File: config.mk
export PLATFORM = sky130hd
export DESIGN_NAME = img_bbox_locator_flat
export DESIGN_NICKNAME = d
export VERILOG_FILES = /design/src/rtl/img_bbox_locator_pkg.sv /design/src/rtl/img_bbox_locator_if.sv /design/src/rtl/img_bbox_locator_acc.sv /design/src/rtl/img_bbox_locator.sv /design/src/flat_wrapper.sv
export SDC_FILE = /design/constraint.sdc
export NUM_CORES = 1
export LEC_CHECK = 0
export BUFFER_PORTS_ARGS = -buffer_cell sky130_fd_sc_hd__buf_4
export CORE_AREA = 4 4 129 131
export CTS_CLUSTER_DIAMETER = 40
export DETAILED_ROUTE_END_ITERATION = 16
export DIE_AREA = 0 0 133 135
export PLACE_DENSITY = 0.67
export REMOVE_ABC_BUFFERS = 1
export SYNTH_ARGS = -nofsm -noshare
export SYNTH_HDL_FRONTEND = slang
export SYNTH_HIERARCHICAL = 1
export SYNTH_SLANG_ARGS = --single-unit
File: constraint.sdc
create_clock -name clk -period 4.5 [get_ports clk]
set_input_delay 0.675 -clock clk [delete_from_list [all_inputs] [get_ports clk]]
set_output_delay 0.675 -clock clk [all_outputs]
set_load 0.01 [all_outputs]
File: src/rtl/img_bbox_locator_pkg.sv
// img_bbox_locator_pkg: geometry defaults and FSM encoding shared by the bounding-box locator files.
package img_bbox_locator_pkg;
    localparam int IMG_W_DEF      = 640;
    localparam int IMG_H_DEF      = 480;
    localparam int COORD_W_DEF    = 10;
    localparam int CNT_W_DEF      = 19;
    localparam int MIN_PIXELS_DEF = 16;
    typedef enum logic [1:0] {
        WAIT_SOF = 2'd0,
        ACTIVE   = 2'd1,
        LATCH    = 2'd2
    } state_t;
endpackage

File: src/rtl/img_bbox_locator_if.sv
// img_bbox_locator_if: binary pixel stream in, per-frame bounding-box result out.
interface img_bbox_locator_if
    import img_bbox_locator_pkg::*;
#(
    parameter int COORD_W = COORD_W_DEF,
    parameter int CNT_W   = CNT_W_DEF
);
    logic               pre_vs;
    logic               pre_hs;
    logic               pre_clken;
    logic               pre_imgbit;
    logic               box_valid;
    logic               box_found;
    logic [COORD_W-1:0] box_xmin;
    logic [COORD_W-1:0] box_xmax;
    logic [COORD_W-1:0] box_ymin;
    logic [COORD_W-1:0] box_ymax;
    logic [CNT_W-1:0]   box_count;
    modport master (
        output pre_vs, pre_hs, pre_clken, pre_imgbit,
        input  box_valid, box_found, box_xmin, box_xmax, box_ymin, box_ymax, box_count
    );
    modport slave (
        input  pre_vs, pre_hs, pre_clken, pre_imgbit,
        output box_valid, box_found, box_xmin, box_xmax, box_ymin, box_ymax, box_count
    );
endinterface

File: src/rtl/img_bbox_locator_acc.sv
// bbox_minmax_acc: running min/max of foreground coordinates plus a saturating pixel count.
module bbox_minmax_acc
    import img_bbox_locator_pkg::*;
#(
    parameter int IMG_W   = IMG_W_DEF,
    parameter int IMG_H   = IMG_H_DEF,
    parameter int COORD_W = COORD_W_DEF,
    parameter int CNT_W   = CNT_W_DEF
) (
    input  logic               clk,
    input  logic               rst_n,
    input  logic               clr_i,
    input  logic               en_i,
    input  logic [COORD_W-1:0] x_i,
    input  logic [COORD_W-1:0] y_i,
    output logic [COORD_W-1:0] xmin_o,
    output logic [COORD_W-1:0] xmax_o,
    output logic [COORD_W-1:0] ymin_o,
    output logic [COORD_W-1:0] ymax_o,
    output logic [CNT_W-1:0]   cnt_o
);
    localparam logic [COORD_W-1:0] X_LAST = COORD_W'(IMG_W - 1);
    localparam logic [COORD_W-1:0] Y_LAST = COORD_W'(IMG_H - 1);
    logic [COORD_W-1:0] xmin_q, xmin_d, xmax_q, xmax_d, ymin_q, ymin_d, ymax_q, ymax_d;
    logic [CNT_W-1:0]   cnt_q, cnt_d;
    // mins start at the far corner so the first foreground pixel always wins
    always_comb begin
        xmin_d = clr_i ? X_LAST : (en_i && x_i < xmin_q) ? x_i : xmin_q;
        xmax_d = clr_i ? '0     : (en_i && x_i > xmax_q) ? x_i : xmax_q;
        ymin_d = clr_i ? Y_LAST : (en_i && y_i < ymin_q) ? y_i : ymin_q;
        ymax_d = clr_i ? '0     : (en_i && y_i > ymax_q) ? y_i : ymax_q;
        cnt_d  = clr_i ? '0     : (en_i && cnt_q != '1) ? cnt_q + CNT_W'(1) : cnt_q;
    end
    always_ff @(posedge clk or negedge rst_n) begin
        if (!rst_n) begin
            xmin_q <= X_LAST;
            xmax_q <= '0;
            ymin_q <= Y_LAST;
            ymax_q <= '0;
            cnt_q  <= '0;
        end else begin
            xmin_q <= xmin_d;
            xmax_q <= xmax_d;
            ymin_q <= ymin_d;
            ymax_q <= ymax_d;
            cnt_q  <= cnt_d;
        end
    end
    assign xmin_o = xmin_q;
    assign xmax_o = xmax_q;
    assign ymin_o = ymin_q;
    assign ymax_o = ymax_q;
    assign cnt_o  = cnt_q;
endmodule

File: src/rtl/img_bbox_locator.sv
// img_bbox_locator: per-frame foreground pixel count and bounding box of a binary pixel stream.
module img_bbox_locator
    import img_bbox_locator_pkg::*;
#(
    parameter int IMG_W      = IMG_W_DEF,
    parameter int IMG_H      = IMG_H_DEF,
    parameter int COORD_W    = COORD_W_DEF,
    parameter int CNT_W      = CNT_W_DEF,
    parameter int MIN_PIXELS = MIN_PIXELS_DEF
) (
    input  logic                clk,
    input  logic                rst_n,
    img_bbox_locator_if.slave   pix_bus
);
    localparam logic [COORD_W-1:0] X_LAST = COORD_W'(IMG_W - 1);
    localparam logic [COORD_W-1:0] Y_LAST = COORD_W'(IMG_H - 1);
    state_t             state_q, state_d;
    logic               vs_q, hs_q;
    logic [COORD_W-1:0] col_q, col_d, row_q, row_d;
    logic               valid_q, valid_d, found_q, found_d;
    logic [COORD_W-1:0] xmin_q, xmin_d, xmax_q, xmax_d, ymin_q, ymin_d, ymax_q, ymax_d;
    logic [CNT_W-1:0]   count_q, count_d;
    logic               vs_rise, vs_fall, hs_fall, act, lat, pix, clr, empty;
    logic [COORD_W-1:0] acc_xmin, acc_xmax, acc_ymin, acc_ymax;
    logic [CNT_W-1:0]   acc_cnt;
    assign vs_rise = pix_bus.pre_vs & ~vs_q;
    assign vs_fall = ~pix_bus.pre_vs & vs_q;
    assign hs_fall = ~pix_bus.pre_hs & hs_q;
    assign act     = state_q == ACTIVE;
    assign lat     = state_q == LATCH;
    assign pix     = act & pix_bus.pre_hs & pix_bus.pre_clken;
    assign clr     = vs_rise;
    assign empty   = acc_cnt == '0;
    bbox_minmax_acc #(
        .IMG_W(IMG_W), .IMG_H(IMG_H), .COORD_W(COORD_W), .CNT_W(CNT_W)
    ) u_acc (
        .clk(clk), .rst_n(rst_n), .clr_i(clr), .en_i(pix & pix_bus.pre_imgbit),
        .x_i(col_q), .y_i(row_q),
        .xmin_o(acc_xmin), .xmax_o(acc_xmax), .ymin_o(acc_ymin), .ymax_o(acc_ymax), .cnt_o(acc_cnt)
    );
    // a vs rise in any state restarts the frame, so a LATCH cycle never swallows the next SOF
    always_comb begin
        state_d = state_q == WAIT_SOF ? (vs_rise ? ACTIVE : WAIT_SOF)
                : state_q == ACTIVE   ? (vs_fall ? LATCH : ACTIVE)
                :                       (vs_rise ? ACTIVE : WAIT_SOF);
        col_d   = clr ? '0 : pix ? (col_q == X_LAST ? col_q : col_q + COORD_W'(1))
                : (act && hs_fall) ? '0 : col_q;
        row_d   = clr ? '0 : (act && hs_fall) ? (row_q == Y_LAST ? row_q : row_q + COORD_W'(1)) : row_q;
        valid_d = lat;
        found_d = lat ? acc_cnt >= CNT_W'(MIN_PIXELS) : found_q;
        xmin_d  = lat ? (empty ? '0 : acc_xmin) : xmin_q;
        xmax_d  = lat ? (empty ? '0 : acc_xmax) : xmax_q;
        ymin_d  = lat ? (empty ? '0 : acc_ymin) : ymin_q;
        ymax_d  = lat ? (empty ? '0 : acc_ymax) : ymax_q;
        count_d = lat ? acc_cnt : count_q;
    end
    // vs_q resets high so a reset released mid-frame cannot fake a start of frame
    always_ff @(posedge clk or negedge rst_n) begin
        if (!rst_n) begin
            state_q <= WAIT_SOF;
            vs_q    <= 1'b1;
            hs_q    <= 1'b0;
            col_q   <= '0;
            row_q   <= '0;
            valid_q <= 1'b0;
            found_q <= 1'b0;
            xmin_q  <= '0;
            xmax_q  <= '0;
            ymin_q  <= '0;
            ymax_q  <= '0;
            count_q <= '0;
        end else begin
            state_q <= state_d;
            vs_q    <= pix_bus.pre_vs;
            hs_q    <= pix_bus.pre_hs;
            col_q   <= col_d;
            row_q   <= row_d;
            valid_q <= valid_d;
            found_q <= found_d;
            xmin_q  <= xmin_d;
            xmax_q  <= xmax_d;
            ymin_q  <= ymin_d;
            ymax_q  <= ymax_d;
            count_q <= count_d;
        end
    end
    assign pix_bus.box_valid = valid_q;
    assign pix_bus.box_found = found_q;
    assign pix_bus.box_xmin  = xmin_q;
    assign pix_bus.box_xmax  = xmax_q;
    assign pix_bus.box_ymin  = ymin_q;
    assign pix_bus.box_ymax  = ymax_q;
    assign pix_bus.box_count = count_q;
endmodule

File: src/flat_wrapper.sv
// flat-port wrapper written by rule: the top's interface ports become plain ports
module img_bbox_locator_flat import img_bbox_locator_pkg::*;
#(
    parameter int IMG_W      = IMG_W_DEF,
    parameter int IMG_H      = IMG_H_DEF,
    parameter int COORD_W    = COORD_W_DEF,
    parameter int CNT_W      = CNT_W_DEF,
    parameter int MIN_PIXELS = MIN_PIXELS_DEF
)
  (clk, rst_n, pix_bus_pre_vs, pix_bus_pre_hs, pix_bus_pre_clken, pix_bus_pre_imgbit, pix_bus_box_valid, pix_bus_box_found, pix_bus_box_xmin, pix_bus_box_xmax, pix_bus_box_ymin, pix_bus_box_ymax, pix_bus_box_count);
  img_bbox_locator_if #(.COORD_W(COORD_W), .CNT_W(CNT_W)) pix_bus_i ();
  input  logic clk;
  input  logic rst_n;
  input wire logic [$bits(pix_bus_i.pre_vs)-1:0] pix_bus_pre_vs;
  input wire logic [$bits(pix_bus_i.pre_hs)-1:0] pix_bus_pre_hs;
  input wire logic [$bits(pix_bus_i.pre_clken)-1:0] pix_bus_pre_clken;
  input wire logic [$bits(pix_bus_i.pre_imgbit)-1:0] pix_bus_pre_imgbit;
  output wire logic [$bits(pix_bus_i.box_valid)-1:0] pix_bus_box_valid;
  output wire logic [$bits(pix_bus_i.box_found)-1:0] pix_bus_box_found;
  output wire logic [$bits(pix_bus_i.box_xmin)-1:0] pix_bus_box_xmin;
  output wire logic [$bits(pix_bus_i.box_xmax)-1:0] pix_bus_box_xmax;
  output wire logic [$bits(pix_bus_i.box_ymin)-1:0] pix_bus_box_ymin;
  output wire logic [$bits(pix_bus_i.box_ymax)-1:0] pix_bus_box_ymax;
  output wire logic [$bits(pix_bus_i.box_count)-1:0] pix_bus_box_count;
  assign pix_bus_i.pre_vs = pix_bus_pre_vs;
  assign pix_bus_i.pre_hs = pix_bus_pre_hs;
  assign pix_bus_i.pre_clken = pix_bus_pre_clken;
  assign pix_bus_i.pre_imgbit = pix_bus_pre_imgbit;
  assign pix_bus_box_valid = pix_bus_i.box_valid;
  assign pix_bus_box_found = pix_bus_i.box_found;
  assign pix_bus_box_xmin = pix_bus_i.box_xmin;
  assign pix_bus_box_xmax = pix_bus_i.box_xmax;
  assign pix_bus_box_ymin = pix_bus_i.box_ymin;
  assign pix_bus_box_ymax = pix_bus_i.box_ymax;
  assign pix_bus_box_count = pix_bus_i.box_count;
  img_bbox_locator #(.IMG_W(IMG_W), .IMG_H(IMG_H), .COORD_W(COORD_W), .CNT_W(CNT_W), .MIN_PIXELS(MIN_PIXELS)) u_core (.clk(clk), .rst_n(rst_n), .pix_bus(pix_bus_i));
endmodule
# Word level (Yosys, flattened, before mapping)

Cells that the tools add are included.

Register bits: 144
Bits in latches: 0
Memory bits (writable): 0
Memory bits (read-only): 0
Input port bits: 6
Output and inout bits: 61
Word-level logic and storage cells: 83
Memories: 0

$add $sub $neg: 3
Multiply operators: 0
Div/mod/pow operators: 0
$lt $le $gt $ge: 5
Equality and inequality tests: 7
Shifts and indexed selects: 0
Mux-type cells: 25
Bitwise gates (word level): 9
Reductions and logical operators: 17

Operator list:

| kind                                                  | number |
|---|---|
| two-way mux 10 bit                                    | 19 |
| two-way mux 19 bit                                    | 2 |
| adder 10 x 1 -> 10 bit, second input constant         | 2 |
| greater-than comparator 10 bit                        | 2 |
| < comparator 10 bit                                   | 2 |
| adder 19 x 1 -> 19 bit, second input constant         | 1 |
| >= comparator 19 x 5 -> 1 bit, second input constant  | 1 |
| zero test 19 bit                                      | 1 |
| inequality test 19 bit, second input constant         | 1 |
| nonzero test 2 bit                                    | 6 |
| == test 10 bit, second input constant                 | 1 |
| == test 10 x 9 -> 1 bit, second input constant        | 1 |
| bitwise AND 1 bit                                     | 6 |
| logical AND 1 bit                                     | 6 |
| two-way mux 2 bit                                     | 3 |
| AND reduction 2 bit                                   | 2 |
| inequality test 3 bit, second input constant          | 1 |
| inverter 1 bit                                        | 3 |
| nonzero test 3 bit                                    | 1 |
| == test 2 x 1 -> 1 bit, second input constant         | 1 |
| == test 2 bit, second input constant                  | 1 |
| zero test 2 bit                                       | 1 |
| inequality test 2 x 1 -> 1 bit, second input constant | 1 |
| two-way mux 1 bit                                     | 1 |

# Longest topological paths before layout

Depth after elaboration: 7
Mapped depth: 9

# Hierarchy

Netlist, hierarchy kept.

Modules (own cells, without submodules):

| module           | times used | cells an instance | area each (µm²) | seq. area each (µm²) |
|---|---|---|---|---|
| bbox_minmax_acc  | 1          | 409               | 3886.2          | 1496.4 |
| img_bbox_locator | 1          | 397               | 3688.5          | 2128.3 |

# Least setup slack after synthesis

Ideal clock, no wire load.

Path kind: input to register
From: input pix_bus_pre_clken
To: register u_core.u_acc.cnt_q[17] (netlist: u_core/u_acc/cnt_o[17])
Arrival: 2232 ps
Required time: 4423 ps
Slack: 2190 ps
Cell stages on the path: 8
Path through: and4b_1 -> clkbuf_1 -> and2_1 -> clkbuf_8 -> and3_4 -> o31ai_4 -> or4_1 -> a21oi_1

Cells in the longest elaborated chain, start to end: 4

Ends and longest elaborated chain:

| item                         | RTL line                   | source |
|---|---|---|
| start: declaration           | flat_wrapper.sv:16         | `input wire logic [$bits(pix_bus_i.pre_clken)-1:0] pix_bus_pre_clken;` |
| bitwise AND 1 bit            | img_bbox_locator.sv:31     | `assign pix = act & pix_bus.pre_hs & pix_bus.pre_clken;` |
| bitwise AND 1 bit            | img_bbox_locator.sv:37     | `.clk(clk), .rst_n(rst_n), .clr_i(clr), .en_i(pix & pix_bus.pre_imgbit),` |
| logical AND 1 bit            | img_bbox_locator_acc.sv:32 | `cnt_d = clr_i ? '0 : (en_i && cnt_q != '1) ? cnt_q + CNT_W'(1) : cnt_q;` |
| nonzero test 2 bit (no line) | --                         |  |
| end signal: assignment       | img_bbox_locator_acc.sv:46 | `cnt_q <= cnt_d;` |
| end: declaration             | img_bbox_locator_acc.sv:25 | `logic [CNT_W-1:0] cnt_q, cnt_d;` |

Every way passes these cells.
A chain may end at the register's enable or synchronous reset.

# Worst setup path in the final report

From: register u_core.state_q[1]
To: register u_core.u_acc.ymin_q[0] (netlist: u_core/u_acc/ymin_o[0])

Cells in the longest elaborated chain, start to end: 6

Ends and longest elaborated chain:

| item                           | RTL line                   | source |
|---|---|---|
| start: declaration             | img_bbox_locator.sv:17     | `state_t state_q, state_d;` |
| start signal: assignment       | img_bbox_locator.sv:73     | `state_q <= state_d;` |
| == test 2 x 1 -> 1 bit         | img_bbox_locator.sv:29     | `assign act = state_q == ACTIVE;` |
| bitwise AND 1 bit (2 in a row) | img_bbox_locator.sv:31     |  |
| bitwise AND 1 bit              | img_bbox_locator.sv:37     |  |
| logical AND 1 bit              | img_bbox_locator_acc.sv:30 | `ymin_d = clr_i ? Y_LAST : (en_i && y_i < ymin_q) ? y_i : ymin_q;` |
| nonzero test 2 bit (no line)   | --                         |  |
| end signal: assignment         | img_bbox_locator_acc.sv:44 | `ymin_q <= ymin_d;` |
| end: declaration               | img_bbox_locator_acc.sv:24 | `logic [COORD_W-1:0] xmin_q, xmin_d, xmax_q, xmax_d, ymin_q, ymin_d, ymax_q, ymax_d;` |

Every way passes these cells.

==> results.md <==
* Antenna viol nets, final at 0
* Avg Cell Area, Syn at 9.40 µm²
* Setup bufs post-CTS at 0
* Initial DRC count at 378
* Worst EP arrival at 3.19 ns
* Area Growth Syn to Fin at 17.2%
* # clock sinks at 144
* Post_cts resized at 0
* Number of buffers added on ports at 66
* Internal at 2.57 mW
* Pre-antenna DRT Iters at 5
* Max VDD drop at 0.000266 V
* Via count at 6114
* Slew Viols, Final at 0
* Async SR Flop Fraction at 1.00
* Worst Tran Pin Value at 1.28 ns
* Share of cells above drive strength 1 at 0.175
* Initial antenna violation count at 0
* Area post-placement at 0.00822 mm²
* Sequential fraction of the synthesis area at 0.479
* Ant. Diodes at 0
* FP Rows at 46
* Final critical-path required period at 2.90 ns
* Leakage at 4.20 nW
* Largest delay share family, worst path: compound AO/OA/AOI/OAI gates
* Global-route usage over all layers at 0.203
* Largest net degree at the start of global routing at 116
* Sw power at 0.808 mW
* Final Hold Fails at 0
* Worst Hold Class: primary input to register
* YS warnings at 6
* Slowest-stage cell, CP: a221oi_2
* First-pass GRT wire length at 29.8 mm
* Synth Register Bits at approximately 140
* Die Ht at 135 µm
* Dpl hpwl at 11.8 mm
* M3 GR Usage at 0.0458
* Setup TNS at 0 ns
* Per-cell routed wire length at 16.2 µm
* Worst Path Buf+Inv at 0
* Top-area cell type share of the netlist area at 0.420
* Slew headroom at 0.137
* Number of global-route vias before repair at 6177
* CP Launch Type: register
* Top-count cell post-synth: nand2_1
* Nets at 907
* WP data required at 4.79 ns
* Cell chain of the critical path: and4b_1 > and2_1 > nand2b_1 > a221oi_2 > o21a_1 > o211ai_1
* Clk pwr share at 0.457
* Hold-fix buffers at CTS at 0
* Worst Path Max Fanout at 15
* Synth area leaders: dfrtp_1 42%, nand2_1 9.8%, ha_1 6.8%
* CTS tree: done
* Main synth FF type: dfrtp_1
* RSZ-0062 raised after global routing: false
* CTS Buf Count at 17
* Met1 Usage GRT at 0.267
* CP Capture Type: register
* I/O Pins at 67
* Peak Freq at 0.345 GHz
* Distinct cell type count after synthesis at 68
* CTS H-Tree Depth at 4
* Routed WL at 17.6 mm
* Worst Skew at about 0.0081 ns
* GP Congestion at ~0.89
* Via density at approximately 5.6
* Final setup vio count at 0
* DRC Markers at 0
* Met2 GRT Util at 0.329
* Clock slew at reported path FFs at 0.06 ns
* Synth Instances at 806
* PD cells at 380 mW/mm²
* Clock Latency Late Sink at approximately 0.42 ns
* CP max stage delay at 0.71 ns
* GRT overflow at 0
* WS Path Type: register to register
* Clk root buf: clkbuf_16
* Worst hold slack at 0.380 ns
* Die Width at 133 µm
* Max cap viols at 0
* Post-Syn Area at 0.00757 mm²
* Switch share at 0.239
* Post-synth top cells: 197 x nand2_1, 127 x dfrtp_1, 65 x a21oi_1
* Die ar. at around 0.018 mm²
* Gate power share at 0.111
* Top Usage Layer GRT: met2
* Core area at 0.0156 mm²
* Post-synth EDFFs at 0
* Outcome: completed
* Area leader, netlist: dfrtp_1
* CTS max path bufs at 2
* Initial cell density of the core at 0.486
* Sequential share of power at 0.432
* Finished Cell Area at 0.00888 mm²
* Fin crit share at 0.644
==> per-layer routing <==
layer,wire (µm),vias up
met5,0,-
met4,290,0
met3,993,28
met2,8330,181
met1,8000,2967
li1,-,2938
==> kinds of logic after synthesis <==
family          after synthesis  synth area share
buf+inv                      88            0.0497
mux                          23            0.0312
simple gates                328             0.206
fa+ha+maj                    41            0.0677
xor+xnor                     12            0.0139
compound gates              170             0.153
flops                       144             0.479
==> per-stage QoR <==
step	utilization	setup WS, ns	power [mW]	std cells
floorplan	-	1.50	1.67	767
global placement	0.527	1.51	1.84	1057
detailed placement	0.527	1.37	1.86	1057
CTS	0.569	1.64	3.42	1089
finish	0.569	1.60	3.38	1089
global route	0.569	1.40	3.53	1089
==> path summary, 6_finish.rpt <==
| kind | depth (start not counted) | endpoint | slack, ns | startpoint |
|---|---|---|---|---|
| hold / removal | 1 | u_core/vs_q | 0.38 | pix_bus_pre_vs |
| hold reg to reg | 2 | u_core/pix_bus.box_found | 0.47 | u_core/pix_bus.box_found |
| max in group asynchronous | 2 | u_core/u_acc/xmax_o[5] | 3.11 | rst_n |
| min in group asynchronous | 1 | u_core/pix_bus.box_found | 0.39 | rst_n |
| setup reg to reg | 6 | u_core/u_acc/ymin_o[0] | 1.60 | u_core/state_q[1] |
| setup / recovery | 6 | u_core/u_acc/ymin_o[0] | 1.60 | u_core/state_q[1] |
==> layout by cell type, fill, tap and decap left out, drive strengths merged, types with 16 or more instances in the layout <==
master,synthesis,layout
nand2,197,197
dfrtp,127,127
buf,12,74
a21oi,65,65
inv,49,50
ha,41,41
o211ai,32,32
nor2,25,25
clkbuf,27,24
o21ai,18,18
mux2i,18,18
dfstp,17,17
and3,16,16
==> registers in the layout, indices dropped and copies added, names as in the netlist, 2 cells and up <==
name,cells
u_core/row_q,10
u_core/u_acc/ymax_o,10
u_core/state_q,2
u_core/pix_bus.box_ymax,10
u_core/pix_bus.box_xmin,10
u_core/u_acc/ymin_o,10
u_core/u_acc/cnt_o,19
u_core/pix_bus.box_xmax,10
u_core/u_acc/xmax_o,10
u_core/pix_bus.box_ymin,10
u_core/col_q,10
u_core/u_acc/xmin_o,10
u_core/pix_bus.box_count,19
==> power groups by stage <==
stage	clock (mW)	combinational, mW	sequential, mW
2_1_floorplan	0	0.183	1.49
3_3_place_gp	0	0.365	1.48
3_5_place_dp	0	0.378	1.48
4_1_cts	1.58	0.381	1.46
5_1_grt	1.63	0.425	1.47
6_report	1.54	0.375	1.46
==> area by class of cell <==
class	count	area (µm²)
Clock buffer	24	512
Clock inverter	8	149
Fill cell	1379	6720
Inverter	49	184
Multi-Input combinational cell	574	3580
Sequential cell	144	3620
Tap cell	216	270
Timing Repair Buffer	74	559
Power figures use the tool's default switching activity.
